--- config.mk ---
export PLATFORM = sky130hd
export DESIGN_NAME = snd_wrqueue_flat
export DESIGN_NICKNAME = d
export VERILOG_FILES = /design/src/rtl/snd_wrqueue_if.sv /design/src/rtl/snd_wrqueue.sv /design/src/flat_wrapper.sv
export SDC_FILE = /design/constraint.sdc
export NUM_CORES = 1
export LEC_CHECK = 0
export CORE_AREA = 5 5 80 74
export DETAILED_ROUTE_END_ITERATION = 6
export DIE_AREA = 0 0 85 79
export PLACE_DENSITY = 0.85
export SKIP_LAST_GASP = 1
export SLEW_MARGIN = 20
export SYNTH_ARGS = -nofsm -noshare
export SYNTH_HDL_FRONTEND = slang
export SYNTH_SLANG_ARGS = --single-unit
--- constraint.sdc ---
create_clock -name cpu_clock -period 2.9 [get_ports cpu_clock]
set_input_delay 0.58 -clock cpu_clock [delete_from_list [all_inputs] [get_ports cpu_clock]]
set_output_delay 0.58 -clock cpu_clock [all_outputs]
set_load 0.02 [all_outputs]
--- src/rtl/snd_wrqueue_if.sv ---
// snd_wrqueue_if: valid/ready handshake carrying queued sound writes
// Ports (master = queue, slave = sound module):
//   q_valid   head entry present
//   q_ready   consumer accepts the head this edge
//   q_datnvol 1 = sample write, 0 = volume write
//   q_addr    channel number (CW bits)
//   q_data    8-bit payload
interface snd_wrqueue_if #(
  parameter int CW = 3
);
  logic          q_valid;
  logic          q_ready;
  logic          q_datnvol;
  logic [CW-1:0] q_addr;
  logic [7:0]    q_data;
  modport master (output q_valid, q_datnvol, q_addr, q_data, input q_ready);
  modport slave (input q_valid, q_datnvol, q_addr, q_data, output q_ready);
endinterface

--- src/rtl/snd_wrqueue.sv ---
// snd_wrqueue: decodes Z80 volume-port and sample-window writes into a DEPTH-entry FIFO
// Ports:
//   cpu_clock, rst_n            clock (rising edge) and async active-low reset
//   a, din                      Z80 address and data buses
//   iorq_n, mreq_n, rd_n, wr_n  Z80 control strobes, active low
//   mode_full                   0 restricts sample channels to the lower half
//   q                           head-of-queue handshake (master side)
//   q_level, full, empty        FIFO occupancy
//   ovf, ovf_clr                sticky overflow flag and its synchronous clear
module snd_wrqueue #(
  parameter int NCHAN = 8,
  parameter int DEPTH = 4,
  parameter logic [5:0] VOLBASE = 6'h06,
  localparam int CW = $clog2(NCHAN),
  localparam int LW = $clog2(DEPTH) + 1
) (
  input  logic          cpu_clock,
  input  logic          rst_n,
  input  logic [15:0]   a,
  input  logic [7:0]    din,
  input  logic          iorq_n,
  input  logic          mreq_n,
  input  logic          rd_n,
  input  logic          wr_n,
  input  logic          mode_full,
  input  logic          ovf_clr,
  snd_wrqueue_if.master q,
  output logic [LW-1:0] q_level,
  output logic          full,
  output logic          empty,
  output logic          ovf
);
  localparam int PW = LW - 1;
  localparam logic [6:0] VOLEND = 7'(VOLBASE) + 7'(NCHAN);
  logic          prev_vw, prev_sw, vw, sw, vpush, spush, push, pop, wr;
  logic [5:0]    voff;
  logic [CW-1:0] sch;
  logic [CW+8:0] ent, head;
  logic [CW+8:0] mem [DEPTH];
  logic [PW-1:0] rp, wp;
  assign vw = ~iorq_n & ~wr_n & (a[7:6] == 2'b00) & (a[5:0] >= VOLBASE) & ({1'b0, a[5:0]} < VOLEND);
  assign sw = ~mreq_n & ~rd_n & (a[15:13] == 3'b011);
  // push only on the rising edge of each condition so wait states add nothing
  assign vpush = vw & ~prev_vw;
  assign spush = sw & ~prev_sw;
  assign push = vpush | spush;
  assign voff = a[5:0] - VOLBASE;
  assign sch = mode_full ? a[8 +: CW] : a[8 +: CW] & ~(CW'(1) << (CW - 1));
  // a simultaneous sample push wins; the volume entry is silently dropped
  assign ent = spush ? {1'b1, sch, din} : {1'b0, voff[CW-1:0], din};
  assign full = q_level == LW'(DEPTH);
  assign empty = q_level == '0;
  assign pop = ~empty & q.q_ready;
  assign wr = push & (~full | pop);
  assign head = mem[rp];
  assign q.q_valid = ~empty;
  assign {q.q_datnvol, q.q_addr, q.q_data} = empty ? '0 : head;
  always_ff @(posedge cpu_clock or negedge rst_n)
    if (!rst_n) begin
      prev_vw <= 1'b0;
      prev_sw <= 1'b0;
      rp <= '0;
      wp <= '0;
      q_level <= '0;
      ovf <= 1'b0;
    end else begin
      prev_vw <= vw;
      prev_sw <= sw;
      rp <= rp + PW'(pop);
      wp <= wp + PW'(wr);
      q_level <= q_level + LW'(wr) - LW'(pop);
      ovf <= (push & full & ~pop) | (ovf & ~ovf_clr);
    end
  always_ff @(posedge cpu_clock)
    if (wr) mem[wp] <= ent;
endmodule

--- src/flat_wrapper.sv ---
// flat-port wrapper written by rule: the top's interface ports become plain ports
module snd_wrqueue_flat 
#(
  parameter int NCHAN = 8,
  parameter int DEPTH = 4,
  parameter logic [5:0] VOLBASE = 6'h06,
  localparam int CW = $clog2(NCHAN),
  localparam int LW = $clog2(DEPTH) + 1
)
  (cpu_clock, rst_n, a, din, iorq_n, mreq_n, rd_n, wr_n, mode_full, ovf_clr, q_level, full, empty, ovf, q_q_valid, q_q_datnvol, q_q_addr, q_q_data, q_q_ready);
  snd_wrqueue_if #(.CW((3))) q_i ();
  input  logic cpu_clock;
  input  logic rst_n;
  input  logic [15:0] a;
  input  logic [7:0] din;
  input  logic iorq_n;
  input  logic mreq_n;
  input  logic rd_n;
  input  logic wr_n;
  input  logic mode_full;
  input  logic ovf_clr;
  output logic [LW-1:0] q_level;
  output logic full;
  output logic empty;
  output logic ovf;
  output wire logic [$bits(q_i.q_valid)-1:0] q_q_valid;
  output wire logic [$bits(q_i.q_datnvol)-1:0] q_q_datnvol;
  output wire logic [$bits(q_i.q_addr)-1:0] q_q_addr;
  output wire logic [$bits(q_i.q_data)-1:0] q_q_data;
  input wire logic [$bits(q_i.q_ready)-1:0] q_q_ready;
  assign q_q_valid = q_i.q_valid;
  assign q_q_datnvol = q_i.q_datnvol;
  assign q_q_addr = q_i.q_addr;
  assign q_q_data = q_i.q_data;
  assign q_i.q_ready = q_q_ready;
  snd_wrqueue #(.NCHAN(NCHAN), .DEPTH(DEPTH), .VOLBASE(VOLBASE)) u_core (.cpu_clock(cpu_clock), .rst_n(rst_n), .a(a), .din(din), .iorq_n(iorq_n), .mreq_n(mreq_n), .rd_n(rd_n), .wr_n(wr_n), .mode_full(mode_full), .ovf_clr(ovf_clr), .q(q_i), .q_level(q_level), .full(full), .empty(empty), .ovf(ovf));
endmodule
* Word level (Yosys, flattened, before mapping)
Memory sizes are Yosys's and may differ from the RTL's. Index checks and enable logic that the tools add are counted.
Operators by class: $add $sub $neg 5, order comparisons 2, equal/unequal tests 2, multiplexer cells 5, bitwise logic cells 26, reduce and logical (&&, ||, !) cells 2
Operators by type and width (count):
- 12-bit two-way mux | 2
- 1-bit AND | 13
- 1-bit inverter | 10
- 6-bit by 3-bit greater-or-equal comparator with 1-bit output, second input constant | 1
- 6-bit by 4-bit < comparator with 1-bit output, second input constant | 1
- 2-bit by 1-bit adder with 2-bit output | 2
- 3-bit by 1-bit adder with 3-bit output | 1
- 3-bit by 2-bit == test with 1-bit output, second input constant | 1
- 3-bit == test, second input constant | 1
- 3-bit zero test | 1
- 3-bit two-way mux | 1
- 1-bit OR | 3
- 3-bit by 1-bit subtractor with 3-bit output | 1
- 3-bit subtractor, second input constant | 1
- 2-bit zero test | 1
- 1-bit two-way mux | 2
Storage, ports and cells: register bits after elaboration 10, bits in writable memories 48, input port bits 33, output and inout port bits 19, word-level logic and storage cells 49, memories 1
Memory list:
- u_core.mem | depth 4, bits a word 12, rd ports 1, clocked after Yosys merged registers in 0, write ports 1, RTL line snd_wrqueue.sv:39 | logic [CW+8:0] mem [DEPTH];

* Longest topological paths before layout
depth after elaboration 10, gate-level depth with buffers 9, gate-level depth less buffers 8

* Least setup slack after synthesis
OpenSTA, ideal clock, no wires.
path type input port to flip-flop, from input port a[7], to memory u_core.mem[0][0] in the netlist's numbering (enable), setup time 396 ps, arrival 2369 ps, data required time 2504 ps, setup slack 134 ps, stages on the path 4, buffers on the path 0, path through or4_4 > nor4_4 > a31oi_2 > nor3_1
Between the ends: longest elaborated chain between the ends 9
Ends and longest elaborated chain:
- start: declaration | RTL line flat_wrapper.sv:14 | input logic [15:0] a;
- 2-bit zero test | RTL line snd_wrqueue.sv:41 | assign vw = ~iorq_n & ~wr_n & (a[7:6] == 2'b00) & (a[5:0] >= VOLBASE) & ({1'b0, a[5:0]} < VOLEND);
- 1-bit AND (3 in a row) | RTL line snd_wrqueue.sv:41
- 1-bit AND | RTL line snd_wrqueue.sv:44 | assign vpush = vw & ~prev_vw;
- 1-bit OR | RTL line snd_wrqueue.sv:46 | assign push = vpush | spush;
- 1-bit AND | RTL line snd_wrqueue.sv:54 | assign wr = push & (~full | pop);
- 1-bit two-way mux | RTL line snd_wrqueue.sv:75 | if (wr) mem[wp] <= ent;
- 1-bit two-way mux (not written as such) | RTL line snd_wrqueue.sv:75
- end: declaration | RTL line snd_wrqueue.sv:39
Every way passes these cells.

* Final worst setup path
from register u_core.rp[1], to output port q_q_addr[0]
Between the ends: longest elaborated chain between the ends 2
Ends and longest elaborated chain:
- start: declaration | RTL line snd_wrqueue.sv:40 | logic [PW-1:0] rp, wp;
- start signal: assignment | RTL line snd_wrqueue.sv:69 | rp <= rp + PW'(pop);
- memory read 4 x 12 bit
- 12-bit two-way mux | RTL line snd_wrqueue.sv:57 | assign {q.q_datnvol, q.q_addr, q.q_data} = empty ? '0 : head;
- end: declaration | RTL line flat_wrapper.sv:28 | output wire logic [$bits(q_i.q_addr)-1:0] q_q_addr;
Every way passes these cells.

==> key figures <==
Status
  • Status: complete, no violations

Place
  • Post-placement cell count: 259
  • Gp weighted congestion: 0.682
  • Post-DP HPWL: 3.12 mm
  • Port Buf Inserts: 49
  • Placement Setup Slack: 0.0600 ns

Global route
  • Largest net degree at the start of global routing: 16
  • Vias in the first global route: 1503
  • GR Overflow Total: 0
  • First-pass GRT wire length: 7.25 mm
  • Antenna violations before repair: 0
  • GRT Overall Usage: 14.5%

Logic synthesis
  • Seq cells post-synth: 58
  • Post-synthesis cell count: 134
  • Cell Area, Synth: 0.00241 mm2
  • Syn_nets: 173
  • Post-synthesis sequential area ratio: 70.2%
  • Syn_area_per_cell: 18.0 um2
  • Yosys warns: 0
  • Synth unique cells: 29

Critical path
  • Reg-to-Reg End: u_core.q_level[2]$_DFF_PN0_
  • Arrival @ worst endpoint: 2.14 ns
  • Worst Setup SP: u_core.rp[1]$_DFF_PN0_
  • Worst R2R Path Depth: 9
  • FF-to-FF Start: u_core.q_level[1]$_DFF_PN0_
  • Setup crit end kind: primary output
  • Worst Path Required: 2.32 ns
  • Kind of critical path: reg -> out
  • Register-to-register setup slack: 0.70 ns
  • Type of origin of the critical path: register
  • Critical Path Sink: q_q_addr[0]
  • CP max FO: 13

Floorplanning
  • I/O pin count: 52
  • Core ar.: 0.00507 mm2
  • Die Y: 79 um
  • Die area: 0.00672 mm2
  • Initial Util: 47.6%
  • FP Rows: 25
  • DIE WIDTH: 85 um

Final layout
  • Most frequent cells in the layout: clkdlybuf4s50_1 (49), edfxtp_1 (48), nor2b_1 (13)
  • Commonest non-fill, non-tap cell in the layout: clkdlybuf4s50_1
  • Core Util, Final: 63.7%
  • Share of cells above drive strength 1: 20.2%
  • Final net count: 242
  • Filler cells: 381
  • Area grow syn2layout: 33.9%
  • # diodes: 0
  • Post-Layout Cell Count: 275

Routing
  • Via/cell ratio: 4.98
  • WL/cell: 15.6 um
  • Total Wirelength: 4.29 mm
  • Pre-antenna DRT Iters: 5
  • Final ANT Viol Nets: 0
  • 1st-iter DRT viols: 76
  • Total vias in the final route: 1369
  • Residual DRC count: 0

CTS
  • Hold buffer count at cts: 0
  • Worst-Skew Late Latency: 0.32 ns
  • CTS tree: built
  • CTS buffer count: 9
  • CTS max path bufs: 2
  • Clock transition at path regs: 0.06 ns
  • Postcts setup bufs: 0
  • Root Driver: clkbuf_8
  • CTS Sinks: 58
  • Post_cts resized: 0
  • Deepest level of the CTS H-tree: 3

Timing
  • Measured slew at the worst slew-check pin: 0.588 ns
  • Final period util: 93.9%
  • Final Hold Viols: 0
  • RSZ-0062 raised after global routing: false
  • Slew headroom: 60.8%
  • Fmax: 367 MHz
  • Post-layout minimum cycle time: 2.72 ns
  • Setup Skew: 0.00802 ns
  • Setup violations, final: 0
  • Fin worst setup slack: 0.177 ns
  • Setup Total Neg Slack: 0 ns
  • Slew Limit Fails: 0

Min path
  • Hold path start: u_core.ovf$_DFF_PN0_
  • Worst Hold Class: reg -> reg

Power and ir drop
  • Leakage Power: 1.15 nW
  • VDD IR max: 339 uV
  • Total power divided by cell area: 835 mW/mm2

Job
  • Max-cap violations: 0
state kept, by name, indices dropped and copies added, names as in the netlist:
register        count
u_core.rp           2
u_core.wp           2
u_core.q_level      3
u_core.ovf          1
u_core.prev_vw      1
u_core.mem         48
u_core.prev_sw      1
worst min-delay path by stage:
stage                           end  cells past startpoint
4_1_cts        u_core.ovf$_DFF_PN0_                      2
5_1_grt        u_core.ovf$_DFF_PN0_                      2
3_3_place_gp   u_core.ovf$_DFF_PN0_                      2
3_5_place_dp   u_core.ovf$_DFF_PN0_                      2
6_report       u_core.ovf$_DFF_PN0_                      2
2_1_floorplan  u_core.ovf$_DFF_PN0_                      0
cells in the mapped netlist:
cell | n | area, um2
nor4_4 | 1 | 21.3
nor3_1 | 3 | 15.0
nor3b_2 | 2 | 25.0
ha_1 | 5 | 62.6
nor4_1 | 1 | 6.26
a221o_1 | 1 | 10.0
o22ai_1 | 1 | 6.26
and3_1 | 2 | 12.5
and2_1 | 1 | 6.26
buf_2 | 1 | 5.00
edfxtp_1 | 48 | 1440
or4_4 | 1 | 11.3
o21ai_0 | 3 | 15.0
dfrtp_1 | 10 | 250
a31oi_1 | 1 | 6.26
buf_1 | 1 | 3.75
nor2_1 | 3 | 11.3
nand3_1 | 1 | 5.00
clkbuf_1 | 1 | 3.75
nand4bb_1 | 1 | 11.3
mux4_2 | 12 | 270
inv_1 | 11 | 41.3
nor4b_1 | 1 | 8.76
xnor2_1 | 2 | 17.5
a31oi_2 | 1 | 12.5
nor2b_1 | 13 | 81.3
xor2_1 | 2 | 17.5
fa_1 | 1 | 20.0
nand2_1 | 3 | 11.3
cells by family after synthesis:
logic type	count (synthesis)	share of synthesized area, %
muxes	12	11.2
buffers and inverters	14	2.23
adders and majority gates	6	3.43
AOI/OAI and AO/OA	7	2.08
xor gates and xnor gates	4	1.45
DFF	58	70.2
and+or+nand+nor	33	9.40
worst max-delay path, stage by stage (launching register included):
cell	delay [ns]
dfrtp_1	0.71
mux4_2	0.30
nor2b_1	0.17
clkdlybuf4s50_1	0.63
where the power goes:
group | internal, mW | switching, mW
logic | 0.573 | 0.464
registers | 0.970 | 0.0963
clock network | 0.306 | 0.284
stage by stage:
step / cell area (um2) / power [mW] / hold WS [ns]
2_1_floorplan: 2410 / 1.67 / 0.284
3_3_place_gp: 3070 / 2.11 / 0.534
3_5_place_dp: 3070 / 2.14 / 0.530
4_1_cts: 3230 / 2.73 / 0.539
5_1_grt: 3230 / 2.86 / 0.574
6_report: 3230 / 2.69 / 0.538
area by class of cell:
class | instances | area (um2) | share of cell area [%]
Clock buffer | 13 | 139 | 4.30
Inverter | 11 | 41.3 | 1.28
Sequential cell | 58 | 1690 | 52.4
Timing Repair Buffer | 61 | 581 | 18.0
Multi-Input combinational cell | 62 | 674 | 20.9
Tap cell | 67 | 83.8 | 2.60
Clock inverter | 3 | 16.3 | 0.504
layer usage:
layer | vias to the layer above | global-route usage (%) | part of all wire, %
li1 | 654 | - | -
met1 | 654 | 16.3 | 39
met2 | 49 | 24.5 | 51
met3 | 12 | 4.98 | 7.3
met4 | 0 | 7.59 | 2.5
met5 | - | 0 | 0
(Power assumes the default switching activity.)
